File: src/rtl/ps2_pkg.sv
`timescale 1ns/1ps
`default_nettype none
// ============================================================================
// Module      : ps2_pkg
// Description : Shared PS/2 scan-code constants, FIFO entry layout and helpers.
// Revision    : 1.0 - initial release
// ============================================================================
package ps2_pkg;

    localparam logic [7:0] c_PFX_E0     = 8'hE0;
    localparam logic [7:0] c_PFX_F0     = 8'hF0;
    localparam logic [7:0] c_PFX_E1     = 8'hE1;
    localparam logic [7:0] c_FAKE_SHIFT = 8'h12;

    localparam int c_ENTRY_W     = 11;
    localparam int c_BIT_SPECIAL = 10;
    localparam int c_BIT_BREAK   = 9;
    localparam int c_BIT_EXT     = 8;

    // Pause/Break sends E1 followed by seven more bytes that carry no key data.
    localparam logic [2:0] c_PAUSE_SKIP = 3'd7;

    typedef enum logic [2:0] {
        S_IDLE  = 3'd0,
        S_E0    = 3'd1,
        S_F0    = 3'd2,
        S_E0F0  = 3'd3,
        S_PAUSE = 3'd4
    } ps2_state_t;

    function automatic logic is_special(input logic [7:0] code);
        case (code)
            8'h00, 8'hAA, 8'hEE, 8'hFA,
            8'hFC, 8'hFD, 8'hFE, 8'hFF: return 1'b1;
            default:                    return 1'b0;
        endcase
    endfunction

    function automatic logic [c_ENTRY_W-1:0] make_entry(
        input logic       sp,
        input logic       brk,
        input logic       ext,
        input logic [7:0] code
    );
        logic [c_ENTRY_W-1:0] e;
        e                = '0;
        e[7:0]           = code;
        e[c_BIT_EXT]     = ext;
        e[c_BIT_BREAK]   = brk;
        e[c_BIT_SPECIAL] = sp;
        return e;
    endfunction

endpackage
`default_nettype wire

File: src/rtl/sync_fifo.sv
`timescale 1ns/1ps
`default_nettype none
// ============================================================================
// Module      : sync_fifo
// Description : First-word-fall-through FIFO with sticky overflow flag.
// Revision    : 1.0 - initial release
// ============================================================================
module sync_fifo #(
    parameter int WIDTH = 11,
    parameter int DEPTH = 8
) (
    input  logic                     clk,
    input  logic                     rst_n,
    input  logic                     i_wr_en,
    input  logic [WIDTH-1:0]         i_wr_data,
    input  logic                     i_rd_en,
    input  logic                     i_ovf_clr,
    output logic [WIDTH-1:0]         o_rd_data,
    output logic                     o_empty,
    output logic [$clog2(DEPTH):0]   o_count,
    output logic                     o_ovf
);

    localparam int AW = $clog2(DEPTH);

    logic [WIDTH-1:0] r_mem [DEPTH];
    logic [AW-1:0]    r_wr_ptr;
    logic [AW-1:0]    r_rd_ptr;
    logic [AW:0]      r_count;
    logic             r_ovf;

    logic w_full;
    logic w_do_rd;
    logic w_do_wr;
    logic w_overflow;

    assign w_full     = (r_count == (AW+1)'(DEPTH));
    assign w_do_rd    = i_rd_en && (r_count != '0);
    // A pop in the same cycle frees a slot, so a full FIFO can still accept.
    assign w_do_wr    = i_wr_en && (!w_full || w_do_rd);
    assign w_overflow = i_wr_en && w_full && !w_do_rd;

    always_ff @(posedge clk) begin
        if (w_do_wr) begin
            r_mem[r_wr_ptr] <= i_wr_data;
        end
    end

    always_ff @(posedge clk or negedge rst_n) begin
        if (!rst_n) begin
            r_wr_ptr <= '0;
            r_rd_ptr <= '0;
            r_count  <= '0;
            r_ovf    <= 1'b0;
        end else begin
            if (w_do_wr) begin
                r_wr_ptr <= r_wr_ptr + AW'(1);
            end
            if (w_do_rd) begin
                r_rd_ptr <= r_rd_ptr + AW'(1);
            end
            case ({w_do_wr, w_do_rd})
                2'b10:   r_count <= r_count + (AW+1)'(1);
                2'b01:   r_count <= r_count - (AW+1)'(1);
                default: r_count <= r_count;
            endcase
            if (w_overflow) begin
                r_ovf <= 1'b1;
            end else if (i_ovf_clr) begin
                r_ovf <= 1'b0;
            end
        end
    end

    assign o_rd_data = r_mem[r_rd_ptr];
    assign o_empty   = (r_count == '0);
    assign o_count   = r_count;
    assign o_ovf     = r_ovf;

endmodule
`default_nettype wire

File: src/rtl/ps2_kbd_decoder.sv
`timescale 1ns/1ps
`default_nettype none
// ============================================================================
// Module      : ps2_kbd_decoder
// Description : PS/2 set-2 scan-code decoder with prefix timeout and event FIFO.
// Revision    : 1.0 - initial release
// ============================================================================
module ps2_kbd_decoder
    import ps2_pkg::*;
#(
    parameter int DEPTH             = 8,
    parameter int PREFIX_TIMEOUT_US = 2000
) (
    input  logic                     clk6x,
    input  logic                     resetn,
    input  logic                     ck1us,
    input  logic [7:0]               code_rx_i,
    input  logic                     code_rx_v_i,
    input  logic                     rd_en_i,
    output logic [c_ENTRY_W-1:0]     rd_data_o,
    output logic                     empty_o,
    output logic [$clog2(DEPTH):0]   count_o,
    output logic                     ovf_o,
    input  logic                     ovf_clr_i
);

    localparam int             TW         = $clog2(PREFIX_TIMEOUT_US + 1);
    localparam logic [TW-1:0]  c_TMR_LOAD = TW'(PREFIX_TIMEOUT_US);

    ps2_state_t           r_state;
    ps2_state_t           w_state_nxt;
    logic [TW-1:0]        r_timer;
    logic [TW-1:0]        w_timer_nxt;
    logic [2:0]           r_skip;
    logic [2:0]           w_skip_nxt;
    logic                 w_push;
    logic [c_ENTRY_W-1:0] w_push_data;

    always_ff @(posedge clk6x or negedge resetn) begin
        if (!resetn) begin
            r_state <= S_IDLE;
            r_timer <= '0;
            r_skip  <= '0;
        end else begin
            r_state <= w_state_nxt;
            r_timer <= w_timer_nxt;
            r_skip  <= w_skip_nxt;
        end
    end

    always_comb begin
        w_state_nxt = r_state;
        w_timer_nxt = r_timer;
        w_skip_nxt  = r_skip;
        w_push      = 1'b0;
        w_push_data = '0;
        if (code_rx_v_i) begin
            // Any byte that leaves a prefix state clears the timer; staying reloads it.
            w_timer_nxt = '0;
            case (r_state)
                S_IDLE: begin
                    if (code_rx_i == c_PFX_E0) begin
                        w_state_nxt = S_E0;
                        w_timer_nxt = c_TMR_LOAD;
                    end else if (code_rx_i == c_PFX_F0) begin
                        w_state_nxt = S_F0;
                        w_timer_nxt = c_TMR_LOAD;
                    end else if (code_rx_i == c_PFX_E1) begin
                        w_state_nxt = S_PAUSE;
                        w_timer_nxt = c_TMR_LOAD;
                        w_skip_nxt  = c_PAUSE_SKIP;
                    end else begin
                        w_push      = 1'b1;
                        w_push_data = make_entry(is_special(code_rx_i), 1'b0, 1'b0, code_rx_i);
                    end
                end
                S_E0: begin
                    if (code_rx_i == c_PFX_F0) begin
                        w_state_nxt = S_E0F0;
                        w_timer_nxt = c_TMR_LOAD;
                    end else begin
                        w_state_nxt = S_IDLE;
                        w_push      = (code_rx_i != c_FAKE_SHIFT);
                        w_push_data = make_entry(1'b0, 1'b0, 1'b1, code_rx_i);
                    end
                end
                S_F0: begin
                    w_state_nxt = S_IDLE;
                    w_push      = 1'b1;
                    w_push_data = make_entry(1'b0, 1'b1, 1'b0, code_rx_i);
                end
                S_E0F0: begin
                    w_state_nxt = S_IDLE;
                    w_push      = (code_rx_i != c_FAKE_SHIFT);
                    w_push_data = make_entry(1'b0, 1'b1, 1'b1, code_rx_i);
                end
                S_PAUSE: begin
                    if (r_skip <= 3'd1) begin
                        w_state_nxt = S_IDLE;
                        w_skip_nxt  = '0;
                        w_push      = 1'b1;
                        w_push_data = make_entry(1'b0, 1'b0, 1'b0, c_PFX_E1);
                    end else begin
                        w_skip_nxt  = r_skip - 3'd1;
                        w_timer_nxt = c_TMR_LOAD;
                    end
                end
                default: begin
                    w_state_nxt = S_IDLE;
                    w_skip_nxt  = '0;
                end
            endcase
        end else if ((r_state != S_IDLE) && ck1us) begin
            if (r_timer <= TW'(1)) begin
                w_state_nxt = S_IDLE;
                w_timer_nxt = '0;
                w_skip_nxt  = '0;
            end else begin
                w_timer_nxt = r_timer - TW'(1);
            end
        end
    end

    sync_fifo #(
        .WIDTH (c_ENTRY_W),
        .DEPTH (DEPTH)
    ) u_fifo (
        .clk       (clk6x),
        .rst_n     (resetn),
        .i_wr_en   (w_push),
        .i_wr_data (w_push_data),
        .i_rd_en   (rd_en_i),
        .i_ovf_clr (ovf_clr_i),
        .o_rd_data (rd_data_o),
        .o_empty   (empty_o),
        .o_count   (count_o),
        .o_ovf     (ovf_o)
    );

endmodule
`default_nettype wire
File: config.mk
export PLATFORM = sky130hd
export DESIGN_NAME = ps2_kbd_decoder
export DESIGN_NICKNAME = d
export VERILOG_FILES = /design/src/rtl/ps2_pkg.sv /design/src/rtl/sync_fifo.sv /design/src/rtl/ps2_kbd_decoder.sv
export SDC_FILE = /design/constraint.sdc
export NUM_CORES = 1
export LEC_CHECK = 0
export ABC_AREA = 1
export BUFFER_PORTS_ARGS = -buffer_cell sky130_fd_sc_hd__buf_4
export CAP_MARGIN = 25
export CELL_PAD_IN_SITES_DETAIL_PLACEMENT = 0
export CELL_PAD_IN_SITES_GLOBAL_PLACEMENT = 1
export CORE_ASPECT_RATIO = 1.25
export CORE_MARGIN = 5
export CORE_UTILIZATION = 35
export CTS_CLUSTER_DIAMETER = 120
export CTS_CLUSTER_SIZE = 14
export DETAILED_ROUTE_END_ITERATION = 16
export PLACE_DENSITY = 0.68
export RECOVER_POWER = 25
export SYNTH_ARGS = -nofsm -noshare
export SYNTH_HDL_FRONTEND = slang
export SYNTH_SLANG_ARGS = --single-unit
File: constraint.sdc
create_clock -name clk6x -period 2.77 [get_ports clk6x]
set_input_delay 0.1385 -clock clk6x [delete_from_list [all_inputs] [get_ports clk6x]]
set_output_delay 0.1385 -clock clk6x [all_outputs]
set_load 0.01 [all_outputs]
==> metrics <==
status=finished with violations; violations in the final reports=max-capacitance violations, max-slew violations; Worst Setup End Kind=register; H-tree depth=4; Setup-failing EPs final=0; fin nets=between 600 and 700; ranking of synthesized cells by area=edfxtp_1, dfrtp_1, nor2_1; sequential-to-total area share from yosys stat=60.3%; number of port buffers=30; Initial Utilization=35.6%; Max Slew Vio Count=29; Worst-Skew Late Latency=approximately 0.4 ns; CP arrival=2.67 ns; worst setup path class=register to register; RSZ-0062 raised after global routing=no; CTS Sinks=around 120; Synth Cell Area=5550 µm²; Post-DRT Antenna Nets=0; # rows=51; die footprint=roughly 18,000 µm²; synth-to-layout area growth=17.8%; clock skew=0.00905 ns; Main synth FF type=edfxtp_1; critical path peak fanout=5; Die W=roughly 120 µm; worst reg2reg path depth=14; CP Data Required Time=3.05 ns; reg-to-reg slack, setup=0.38 ns; CTS max path bufs=2; Slew @ Worst Pin=1.61 ns; setup TNS=0 ns; Clock Root Buffer=clkbuf_16; CTS tree=done; Static Leak=~0.0026 µW; Ys Warns=0; Top Ports=31; final worst-path cycle share=86.2%; die height=151 µm; initial DRC count=261; Avg WL per Cell=15.3 µm; layout cells sized above 1=12.8%; Synth area leader=edfxtp_1; max_slew headroom=-7.43%; Hold Path Origin=ck1us; pre-CTS WS=slightly below 0.4 ns; Cell variety after synth=34; via/cell ratio=4.83; Peak Freq=419 MHz; number of flops mapped to enable cells by yosys=88; asr flop ratio synth=around a quarter; cell count after synthesis=562; core area=about 16,000 µm²; fin crit period=2.39 ns; Diodes inserted=0; Vias=3,999; All-Layer GR Usage=14.8%; CP startpoint kind=register; grt ovf=0; first-pass GRT wire length=20.8 mm; most common cell in the netlist=nor2_1; DP Wirelength=approximately 8.5 mm; WHS Endpoint=r_timer[1]$_DFFE_PN0P_; DRC Markers=0; post-cts sizing count=0; hold depth=3; number of buffers created by CTS=17; vias in the first global route=4,094; initial antenna violation count=0; max-cap violations=1; #FFs+latches synth=116; largest net degree at the start of global routing=between 40 and 50; final WL=12.7 mm; share of the synthesized area in the top cell type=a little under half; Syn Area/Cell=9.87 µm²; worst min path class=primary input to register; Final Worst Setup Slack=0.382 ns; most instantiated cells after synthesis=nor2_1, nand2_1, edfxtp_1; Peak VDD IR=628 µV; gpl congestion=0.824; Critical R2R Launch=r_skip[1]$_DFFE_PN0P_; Worst-path clk slew=approximately 0.05 ns; Pwr Total=7160 µW; Final Hold Vio Count=0; DRT Pass-1 Iters=4; RR Endpoint=u_fifo.o_count[2]$_DFFE_PN0P_; Syn Nets=585; Pwr Density=1100 nW/µm²
==> where the power goes <==
part | switching (µW) | total, µW | leakage, µW | internal (µW)
Clock | 694 | 1990 | 0.000260 | 1290
Combinational | 1710 | 2680 | 0.00119 | 968
Sequential | 222 | 2490 | 0.00117 | 2270
Total | 2630 | 7160 | 0.00262 | 4540
==> routing by layer <==
metal | vias to the layer above | GRT usage, % | wire length [µm]
met1 | 1923 | 17.2 | 5470
met4 | 0 | 6.27 | 223
met2 | 72 | 25.9 | 6660
met3 | 16 | 3.61 | 344
li1 | 1988 | - | -
met5 | - | 0 | 0
==> critical path, stage by stage (launching register included) <==
cell	delay (ns)
dfrtp_1	0.39
inv_1	0.08
ha_1	0.14
o21bai_1	0.10
nand2_1	0.09
nor2_2	0.19
nor2_1	0.10
nand3_4	0.12
nand3_4	0.07
ha_1	0.25
xor2_1	0.18
ha_1	0.19
a21oi_1	0.14
xnor2_1	0.13
o21ai_0	0.08
==> timing repair <==
| item | CTS | global route |
|---|---|---|
| hold buffers | 2 | 0 |
| hold endpoints to repair | 29 | 0 |
| setup buffers | 0 | 0 |
==> kinds of logic after synthesis <==
| family | Yosys count | share of synthesized area [%] |
|---|---|---|
| xor gates and xnor gates | 19 | 3.00 |
| buffers and inverters | 62 | 4.69 |
| and+or+nand+nor | 264 | 21.0 |
| AOI/OAI and AO/OA | 92 | 8.98 |
| DFF | 116 | 60.3 |
| adders and majority gates | 9 | 2.03 |
==> final cells by class <==
class,instances,area [µm²]
Multi-Input combinational cell,384,1940
Tap cell,212,265
Sequential cell,116,3340
Clock inverter,8,86.3
Fill cell,1566,9030
Timing Repair Buffer,45,305
Inverter,41,154
Clock buffer,22,444
==> per-stage QoR <==
stage               hold WS, ns  utilization (%)  instances  cell area, µm²
detailed placement       0.0923             38.7        796            6030
global route             0.0735             42.0        828            6540
CTS                      0.0526             42.3        828            6580
global placement         0.0850             38.7        796            6030
finish                   0.0683             42.0        828            6540
floorplan                -0.157                -        562            5550
==> cells in the final DEF, fill, tap and decap left out, types with 5 or more instances in the layout <==
| cell type | count |
|---|---|
| nand4_1 | 7 |
| xor2_1 | 13 |
| ha_1 | 9 |
| o21ai_0 | 57 |
| nand2_1 | 92 |
| inv_1 | 38 |
| buf_4 | 33 |
| nand3_1 | 22 |
| nor2_2 | 5 |
| xnor2_1 | 6 |
| edfxtp_1 | 88 |
| clkbuf_16 | 17 |
| clkbuf_1 | 15 |
| a21oi_1 | 7 |
| a31oi_1 | 11 |
| nor2_1 | 118 |
| dfrtp_1 | 28 |
| o22ai_1 | 12 |
==> worst max path at each step <==
stage | from | endpoint | slack, ns | depth (start not counted)
after floorplan | r_skip[1]$_DFFE_PN0P_ | u_fifo.o_count[2]$_DFFE_PN0P_ | 0.44 | 15
after global placement | r_skip[1]$_DFFE_PN0P_ | u_fifo.o_count[2]$_DFFE_PN0P_ | 0.45 | 14
after detailed placement | r_skip[1]$_DFFE_PN0P_ | u_fifo.o_count[2]$_DFFE_PN0P_ | 0.39 | 14
after CTS | r_skip[1]$_DFFE_PN0P_ | u_fifo.o_count[2]$_DFFE_PN0P_ | 0.37 | 14
after global routing | r_skip[1]$_DFFE_PN0P_ | u_fifo.o_count[3]$_DFFE_PN0P_ | 0.07 | 14
final | r_skip[1]$_DFFE_PN0P_ | u_fifo.o_count[2]$_DFFE_PN0P_ | 0.38 | 14
==> state kept, by name, summed over array words and instances, names as in the netlist <==
register and flops:
r_skip 3, u_fifo.r_mem 88, u_fifo.o_ovf 1, r_timer 11, u_fifo.o_count 4, r_state 3, u_fifo.r_rd_ptr 3, u_fifo.r_wr_ptr 3
No activity file was read; power rests on OpenSTA's default activity.
